**config.mk**
```make
export PLATFORM = sky130hd
export DESIGN_NAME = bus_arbiter_flat
export DESIGN_NICKNAME = d
export VERILOG_FILES = /design/src/rtl/bus_arbiter_if.sv /design/src/rtl/bus_arbiter.sv /design/src/flat_wrapper.sv
export SDC_FILE = /design/constraint.sdc
export NUM_CORES = 1
export LEC_CHECK = 0
export ABC_AREA = 1
export BUFFER_PORTS_ARGS = -buffer_cell sky130_fd_sc_hd__buf_2
export CAP_MARGIN = 0
export CORE_ASPECT_RATIO = 1.25
export CORE_MARGIN = 5
export CORE_UTILIZATION = 45
export DETAILED_ROUTE_END_ITERATION = 8
export PLACE_DENSITY = 0.64
export REMOVE_ABC_BUFFERS = 1
export SLEW_MARGIN = 20
export SYNTH_ARGS = -nofsm -noshare
export SYNTH_HDL_FRONTEND = slang
export SYNTH_SLANG_ARGS = --single-unit
```
**constraint.sdc**
```tcl
create_clock -name clk -period 1.9 [get_ports clk]
set_clock_uncertainty 0.2 [all_clocks]
set_input_delay 0.38 -clock clk [delete_from_list [all_inputs] [get_ports clk]]
set_output_delay 0.38 -clock clk [all_outputs]
set_load 0.01 [all_outputs]
```
**src/rtl/bus_arbiter_if.sv**
```systemverilog
// Bus arbiter interface: request lines in, ownership/LED-stage signals out.
// The master modport is the arbiter side, the slave modport the requester/LED side.
interface bus_arbiter_if #(
  parameter int unsigned NUM_REQ = 4,
  parameter int unsigned ID_W    = 2
);
  logic [NUM_REQ-1:0] req;
  logic [NUM_REQ-1:0] owner_oe;
  logic               bus_en;
  logic [NUM_REQ-1:0] decode;
  logic [ID_W-1:0]    owner_id;
  logic               busy;
  logic               timeout_pulse;

  modport master (
    input  req,
    output owner_oe,
    output bus_en,
    output decode,
    output owner_id,
    output busy,
    output timeout_pulse
  );

  modport slave (
    output req,
    input  owner_oe,
    input  bus_en,
    input  decode,
    input  owner_id,
    input  busy,
    input  timeout_pulse
  );
endinterface

```
**src/rtl/bus_arbiter.sv**
```systemverilog
// Round-robin arbiter for the shared tri-state LED bus with one dead turnaround cycle.
// Optional forced release after MAX_HOLD grant cycles when ARB_TIMEOUT_EN is defined.
module bus_arbiter #(
  parameter int unsigned NUM_REQ  = 4,
  parameter int unsigned ID_W     = 2,
  parameter int unsigned MAX_HOLD = 15,
  parameter int unsigned CNT_W    = 4
) (
  input  logic          clk,
  input  logic          rst,
  bus_arbiter_if.master bus
);

  typedef enum logic [1:0] {StIdle, StGrant, StTurn} state_e;

  if ((2 ** CNT_W) <= MAX_HOLD) begin : g_bad_cnt_w
    $error("CNT_W too narrow for MAX_HOLD");
  end

  state_e             state_q;
  logic [ID_W-1:0]    ptr_q;
  logic [CNT_W-1:0]   cnt_q;
  logic [NUM_REQ-1:0] owner_oe_q;
  logic [NUM_REQ-1:0] decode_q;
  logic               bus_en_q;
  logic [ID_W-1:0]    owner_id_q;
  logic               busy_q;
  logic               timeout_q;

  logic [NUM_REQ-1:0] req;
  logic               any_req;
  logic [ID_W-1:0]    winner;
  logic [ID_W-1:0]    idx;
  logic               found;
  logic [NUM_REQ-1:0] winner_oh;
  logic               owner_req;
  logic               hold_expired;
  logic [ID_W-1:0]    ptr_after_owner;

  assign req     = bus.req;
  assign any_req = |req;

  // First set request at or above ptr, wrapping modulo NUM_REQ.
  always_comb begin
    winner = ptr_q;
    idx    = ptr_q;
    found  = 1'b0;
    for (int unsigned i = 0; i < NUM_REQ; i++) begin
      idx = ID_W'((32'(ptr_q) + i) % NUM_REQ);
      if (!found && req[idx]) begin
        winner = idx;
        found  = 1'b1;
      end
    end
  end

  assign winner_oh       = NUM_REQ'(1) << winner;
  assign owner_req       = req[owner_id_q];
  assign ptr_after_owner = ID_W'((32'(owner_id_q) + 1) % NUM_REQ);

`ifdef ARB_TIMEOUT_EN
  localparam logic [CNT_W-1:0] HoldLast = CNT_W'(MAX_HOLD - 1);
  assign hold_expired = (cnt_q == HoldLast);
`else
  assign hold_expired = 1'b0;
`endif

  always_ff @(posedge clk) begin
    if (rst) begin
      state_q    <= StIdle;
      ptr_q      <= '0;
      cnt_q      <= '0;
      owner_oe_q <= '0;
      decode_q   <= '0;
      bus_en_q   <= 1'b0;
      owner_id_q <= '0;
      busy_q     <= 1'b0;
      timeout_q  <= 1'b0;
    end else begin
      timeout_q <= 1'b0;
      case (state_q)
        StIdle, StTurn: begin
          if (any_req) begin
            state_q    <= StGrant;
            owner_oe_q <= winner_oh;
            decode_q   <= winner_oh;
            owner_id_q <= winner;
            bus_en_q   <= 1'b1;
            busy_q     <= 1'b1;
            cnt_q      <= '0;
          end else begin
            state_q <= StIdle;
            busy_q  <= 1'b0;
          end
        end
        StGrant: begin
          if (cnt_q != '1) begin
            cnt_q <= cnt_q + 1'b1;
          end
          // A forced release is only distinguishable from a normal one while req is still up.
          if (!owner_req || hold_expired) begin
            state_q    <= StTurn;
            owner_oe_q <= '0;
            decode_q   <= '0;
            bus_en_q   <= 1'b0;
            ptr_q      <= ptr_after_owner;
            timeout_q  <= owner_req;
          end
        end
        default: begin
          state_q    <= StIdle;
          owner_oe_q <= '0;
          decode_q   <= '0;
          bus_en_q   <= 1'b0;
          busy_q     <= 1'b0;
        end
      endcase
    end
  end

  assign bus.owner_oe      = owner_oe_q;
  assign bus.decode        = decode_q;
  assign bus.bus_en        = bus_en_q;
  assign bus.owner_id      = owner_id_q;
  assign bus.busy          = busy_q;
  assign bus.timeout_pulse = timeout_q;

endmodule

```
**src/flat_wrapper.sv**
```systemverilog
// flat-port wrapper written by rule: the top's interface ports become plain ports
module bus_arbiter_flat 
#(
  parameter int unsigned NUM_REQ  = 4,
  parameter int unsigned ID_W     = 2,
  parameter int unsigned MAX_HOLD = 15,
  parameter int unsigned CNT_W    = 4
)
  (clk, rst, bus_req, bus_owner_oe, bus_bus_en, bus_decode, bus_owner_id, bus_busy, bus_timeout_pulse);
  bus_arbiter_if #(.NUM_REQ(NUM_REQ), .ID_W(ID_W)) bus_i ();
  input  logic clk;
  input  logic rst;
  input wire logic [$bits(bus_i.req)-1:0] bus_req;
  output wire logic [$bits(bus_i.owner_oe)-1:0] bus_owner_oe;
  output wire logic [$bits(bus_i.bus_en)-1:0] bus_bus_en;
  output wire logic [$bits(bus_i.decode)-1:0] bus_decode;
  output wire logic [$bits(bus_i.owner_id)-1:0] bus_owner_id;
  output wire logic [$bits(bus_i.busy)-1:0] bus_busy;
  output wire logic [$bits(bus_i.timeout_pulse)-1:0] bus_timeout_pulse;
  assign bus_i.req = bus_req;
  assign bus_owner_oe = bus_i.owner_oe;
  assign bus_bus_en = bus_i.bus_en;
  assign bus_decode = bus_i.decode;
  assign bus_owner_id = bus_i.owner_id;
  assign bus_busy = bus_i.busy;
  assign bus_timeout_pulse = bus_i.timeout_pulse;
  bus_arbiter #(.NUM_REQ(NUM_REQ), .ID_W(ID_W), .MAX_HOLD(MAX_HOLD), .CNT_W(CNT_W)) u_core (.clk(clk), .rst(rst), .bus(bus_i));
endmodule
```
Word level (Yosys, flattened, before mapping)
Index checks and enable logic that the tools add are counted.
- $add $sub $neg: 4
- magnitude comparators: 5
- equal/unequal tests: 4
- shifts and indexed selects: 1
- mux-type cells: 27
- bitwise gates (word level): 1
- reductions and logical operators: 12
- operators by type and width (operator ; count):
    $lt 2x3->1 const B ; 5
    $mux 1 ; 12
    $bmux 1 s2 ; 5
    $mux 2 ; 4
    $mux 4 ; 2
    $pmux 4 s2 ; 1
    $reduce_and 2->1 ; 3
    $add 2x1->2 const B ; 2
    $add 2x2->2 const B ; 2
    $pmux 1 s2 ; 2
    $pmux 2 s2 ; 1
    $reduce_or 4->1 ; 1
    $shl 1x2->4 const A ; 1
    $logic_and 1x1->1 ; 3
    $logic_not 1->1 ; 3
    $eq 2x1->1 const B ; 1
    $eq 2x2->1 const B ; 1
    $logic_not 2->1 ; 1
    $ne 2x1->1 const B ; 1
    $ne 2x2->1 const B ; 1
    $reduce_or 2->1 ; 1
    $not 1->1 ; 1
- flip-flop bits (word level): 12
- logic and storage cells: 60

Depth between registers and ports, before layout
- depth after elaboration: 15
- mapped depth: 14
- gate-level depth less buffers: 13

Worst setup path after synthesis
OpenSTA, ideal clock, no wires.
- kind: reg-to-reg
- start point: register u_core.ptr_q[0]
- end point: register u_core.owner_oe_q[0] (netlist: u_core.bus.owner_oe[0])
- setup time: 0.135 ns
- data arrival time: 1.281 ns
- data required time: 1.565 ns
- slack: 0.284 ns
- stages on the path, launching flop included: 12
- buffers on the path: 1
- cells stage by stage: dfxtp_1 -> buf_4 -> nand2_1 -> nand3_4 -> nand2_4 -> nand2_4 -> nor2_2 -> nand2_1 -> nand2_2 -> nor2_2 -> nand2_1 -> a21oi_2
- longest elaborated chain between the ends: 15
- RTL lines (item ; RTL line ; RTL):
    from (decl) ; bus_arbiter.sv:21 ; logic [ID_W-1:0] ptr_q;
    from (signal assigned) ; bus_arbiter.sv:106 ; ptr_q <= ptr_after_owner;
    branches (longest 11 deep; another with $add 2x1->2) ; n/a ;
    $mux 2 (*) ; bus_arbiter.sv:50 ; if (!found && req[idx]) begin
    $shl 1x2->4 (*) ; bus_arbiter.sv:57 ; assign winner_oh = NUM_REQ'(1) << winner;
    $mux 4 (*) ; bus_arbiter.sv:83 ; if (any_req) begin
    $pmux 4 s2 (*) ; bus_arbiter.sv:81 ; case (state_q)
    to (signal assigned) ; bus_arbiter.sv:85 ; owner_oe_q <= winner_oh;
    to (decl) ; bus_arbiter.sv:23 ; logic [NUM_REQ-1:0] owner_oe_q;
Mark *: on every way between the ends. The select of a mux whose other input is x is not followed.
A chain may end at the register's enable or synchronous reset.

Worst setup path after layout
- start point: register u_core.ptr_q[0]
- end point: register u_core.owner_id_q[1] (netlist: u_core.bus.owner_id[1])
- longest elaborated chain between the ends: 12
- RTL lines (item ; RTL line ; RTL):
    branches (longest 11 deep; another with $add 2x1->2) ; n/a ;
    $mux 2 (*) ; bus_arbiter.sv:50 ;
    to (signal assigned) ; bus_arbiter.sv:87 ; owner_id_q <= winner;
    to (decl) ; bus_arbiter.sv:26 ; logic [ID_W-1:0] owner_id_q;
Marked as above.

==> out/results.tsv <==
stage	metric	value	unit
synth	yosys_register_bits	12	
finish	diodes	0	
synth	ys_async_sr_fraction	0	%
sta	slew_viol_final	0	
worst_setup_path	r2r_cells	12	
global_route	antenna_found_initial	0	
route	via_count	921	
hold_path	min_path_type	primary input to flop	
sta	hold_violations	0	
pwr	pwr-share-clk	14.2	%
job	max_cap_violations	0	
cts	clock-root-buffer	clkbuf_4	
global_route	grt_usage	14.6	%
sta	setup_tns	0	ps
place	hpwl	1.63	mm
cts	post_cts_buffers	0	
sta	hold_slack	225	ps
synth	syn_area	961	sq um
route	wl	2.04	mm
pwr	power.switching	0.463	mW
pwr	p_per_area	962	nW/um^2
pwr	p_comb_share	53.3	%
route	dr.pass1.iters	4	
pwr	ir_drop	0.556	mV
synth	synth.largest_area_cell	dfxtp_1	
route	route.detailed.drc	0	
cts	cts.sinks	12	
cts	cts_resized	0	
place	portBuffers	17	
synth	synth_area_leaders	dfxtp_1 25%, nand2_1 22%, nand2_2 6.5%	
status	outcome	completed	
floorplanning	boundaryPins	19	
pwr	p_leak	0.579	nW
floorplanning	core	2000	sq um
worst_setup_path	critical_path_class	flop to flop	
route	post_drt_via_cell_ratio	4.98	
cts	cts_tree	yes	
synth	avgSynthCellArea	6.36	sq um
cts	numCtsBuffers	3	
synth	netlist_instances	151	
finish	synthToLayoutAreaGrowth	10.4	%
sta	rsz0062_at_grt	no	
floorplanning	start_util	47.9	%
global_route	grt_max_degree	14	
hold_path	hold_depth	2	
place	place.gp.congestion	0.813	
sta	relSlewSlack	65.5	%
sta	fmax	572	MHz
sta	finalCritPeriodShare	91.9	%
worst_setup_path	crit_arrival	1710	ps
pwr	seq_power_share	32.5	%
global_route	grt_pass1_vias	829	
sta	worstMarginPinSlew	512	ps
worst_setup_path	cp-end-kind	flop	
synth	yosysMostFrequentCell	nand2_1	
cts	cts_max_path_buffers	2	
route	ant_nets	0	
worst_setup_path	worst_setup_path_start_kind	flop	
synth	synth-edff-count	0	
floorplanning	die_area	3170	sq um
synth	synth.top_cells.by_count	57 x nand2_1, 12 x dfxtp_1, 12 x nand3_1	
floorplanning	die_w	51.3	um
global_route	grt_pass1_wl	3.57	mm
cts	worstSkewPairLatency	260	ps
cts	holdBufCountCts	0	
global_route	grt.overflow.total	0	
cts	path_clk_slew	70	ps
route	drtIter0Drc	16	
sta	fin_crit	1750	ps
synth	ys_seq_area_share	25.0	%
synth	synth_cell_types	22	
cts	cts.htree.levels	1	
finish	drive_gt1_share	33.9	%
route	wire_per_inst	11.0	um
pwr	p_int	0.558	mW
sta	setup_viol	0	
worst_setup_path	path_max_fanout	9	
synth	synth_flop_cell	dfxtp_1	
floorplanning	core.rowCount	18	
pwr	sw_frac_of_total	45.3	%
finish	nets	173	
floorplanning	die_h	61.7	um
synth	synth_top_cell_area_share	25.0	%
synth	synth_warnings	0	
worst_setup_path	cp.required	1860	ps
==> power by group through the flow <==
stage | combinational, mW | clock, mW | sequential [mW]
detailed placement | 0.537 | 0 | 0.334
floorplan | 0.359 | 0 | 0.363
global placement | 0.532 | 0 | 0.332
CTS | 0.539 | 0.156 | 0.329
finish | 0.544 | 0.145 | 0.332
global route | 0.619 | 0.166 | 0.339
==> flip-flops by register name (all words and copies together) (netlist names) <==
signal               count
u_core.bus.owner_oe      4
u_core.bus.owner_id      2
u_core.ptr_q             2
u_core.state_q           2
u_core.bus.bus_en        1
u_core.bus.busy          1
==> area by class of cell <==
type,count,area (sq um)
inverter,15,61.3
fill,212,943
multi-input combinational,115,598
sequential,12,243
clock buffer,3,22.5
timing repair buffer,20,111
tap,20,25.0
==> placed cells by master, fill, tap and decap left out, types with 2 or more instances in the layout <==
master / Yosys / routed
a21oi_1: 9 / 9
a21oi_2: 4 / 4
buf_2: 0 / 17
buf_4: 6 / 2
clkbuf_4: 0 / 3
dfxtp_1: 12 / 10
dfxtp_2: 0 / 2
inv_1: 10 / 10
inv_2: 4 / 3
inv_4: 1 / 2
nand2_1: 57 / 56
nand2_2: 10 / 11
nand2_4: 5 / 5
nand3_1: 12 / 12
nand3_2: 2 / 2
nor2_1: 2 / 2
nor2_2: 3 / 2
o21ai_0: 6 / 6
==> path summary, 6_finish.rpt <==
path	startpoint	endpoint	slack [ps]
max	u_core.ptr_q[0]$_SDFFE_PP0P_	u_core.bus.owner_id[1]$_SDFFE_PP0P_	150
min	rst	u_core.bus.owner_oe[3]$_SDFFE_PP0P_	230
max reg2reg	u_core.ptr_q[0]$_SDFFE_PP0P_	u_core.bus.owner_id[1]$_SDFFE_PP0P_	150
min reg2reg	u_core.bus.bus_en$_SDFFE_PP0P_	u_core.bus.bus_en$_SDFFE_PP0P_	270
==> worst max-delay path, cell delays in order, from the launching register on <==
cell,delay (ps)
dfxtp_2,370
buf_6,140
nand2_1,70
nand2_2,110
nand2_1,70
nand2_2,100
nand3_2,100
inv_2,70
nand2_1,40
nand3_1,80
nand2_1,120
o21ai_1,140
inv_1,50
==> routing by layer <==
layer / up-vias / wire, um / track usage (%)
met5: - / 0 / 0
met4: 0 / 6 / 5.62
met3: 2 / 91 / 1.94
met2: 23 / 1040 / 24.9
met1: 398 / 902 / 18.8
li1: 498 / - / -
==> metrics by stage <==
step / setup WS (ps) / power (mW) / cell area [sq um] / std cells / util (%)
2_1_floorplan: 63.4 / 0.722 / 890 / 142 / -
3_3_place_gp: 112 / 0.864 / 1020 / 182 / 51.0
3_5_place_dp: 92.0 / 0.871 / 1020 / 182 / 51.0
4_1_cts: 85.8 / 1.02 / 1040 / 185 / 52.1
5_1_grt: 12.9 / 1.12 / 1060 / 185 / 52.9
6_report: 153 / 1.02 / 1060 / 185 / 52.9
==> kinds of logic (layout without fill, tap and decap cells) <==
family / Yosys count / count (layout) / share of synthesized area, %
xor gates and xnor gates: 1 / 1 / 0.912
AOI/OAI and AO/OA: 20 / 20 / 12.0
and+or+nand+nor: 93 / 93 / 48.2
other: 1 / 1 / 0.390
buffers and inverters: 24 / 38 / 13.5
DFF: 12 / 12 / 25.0
Power figures use the tool's default switching activity.
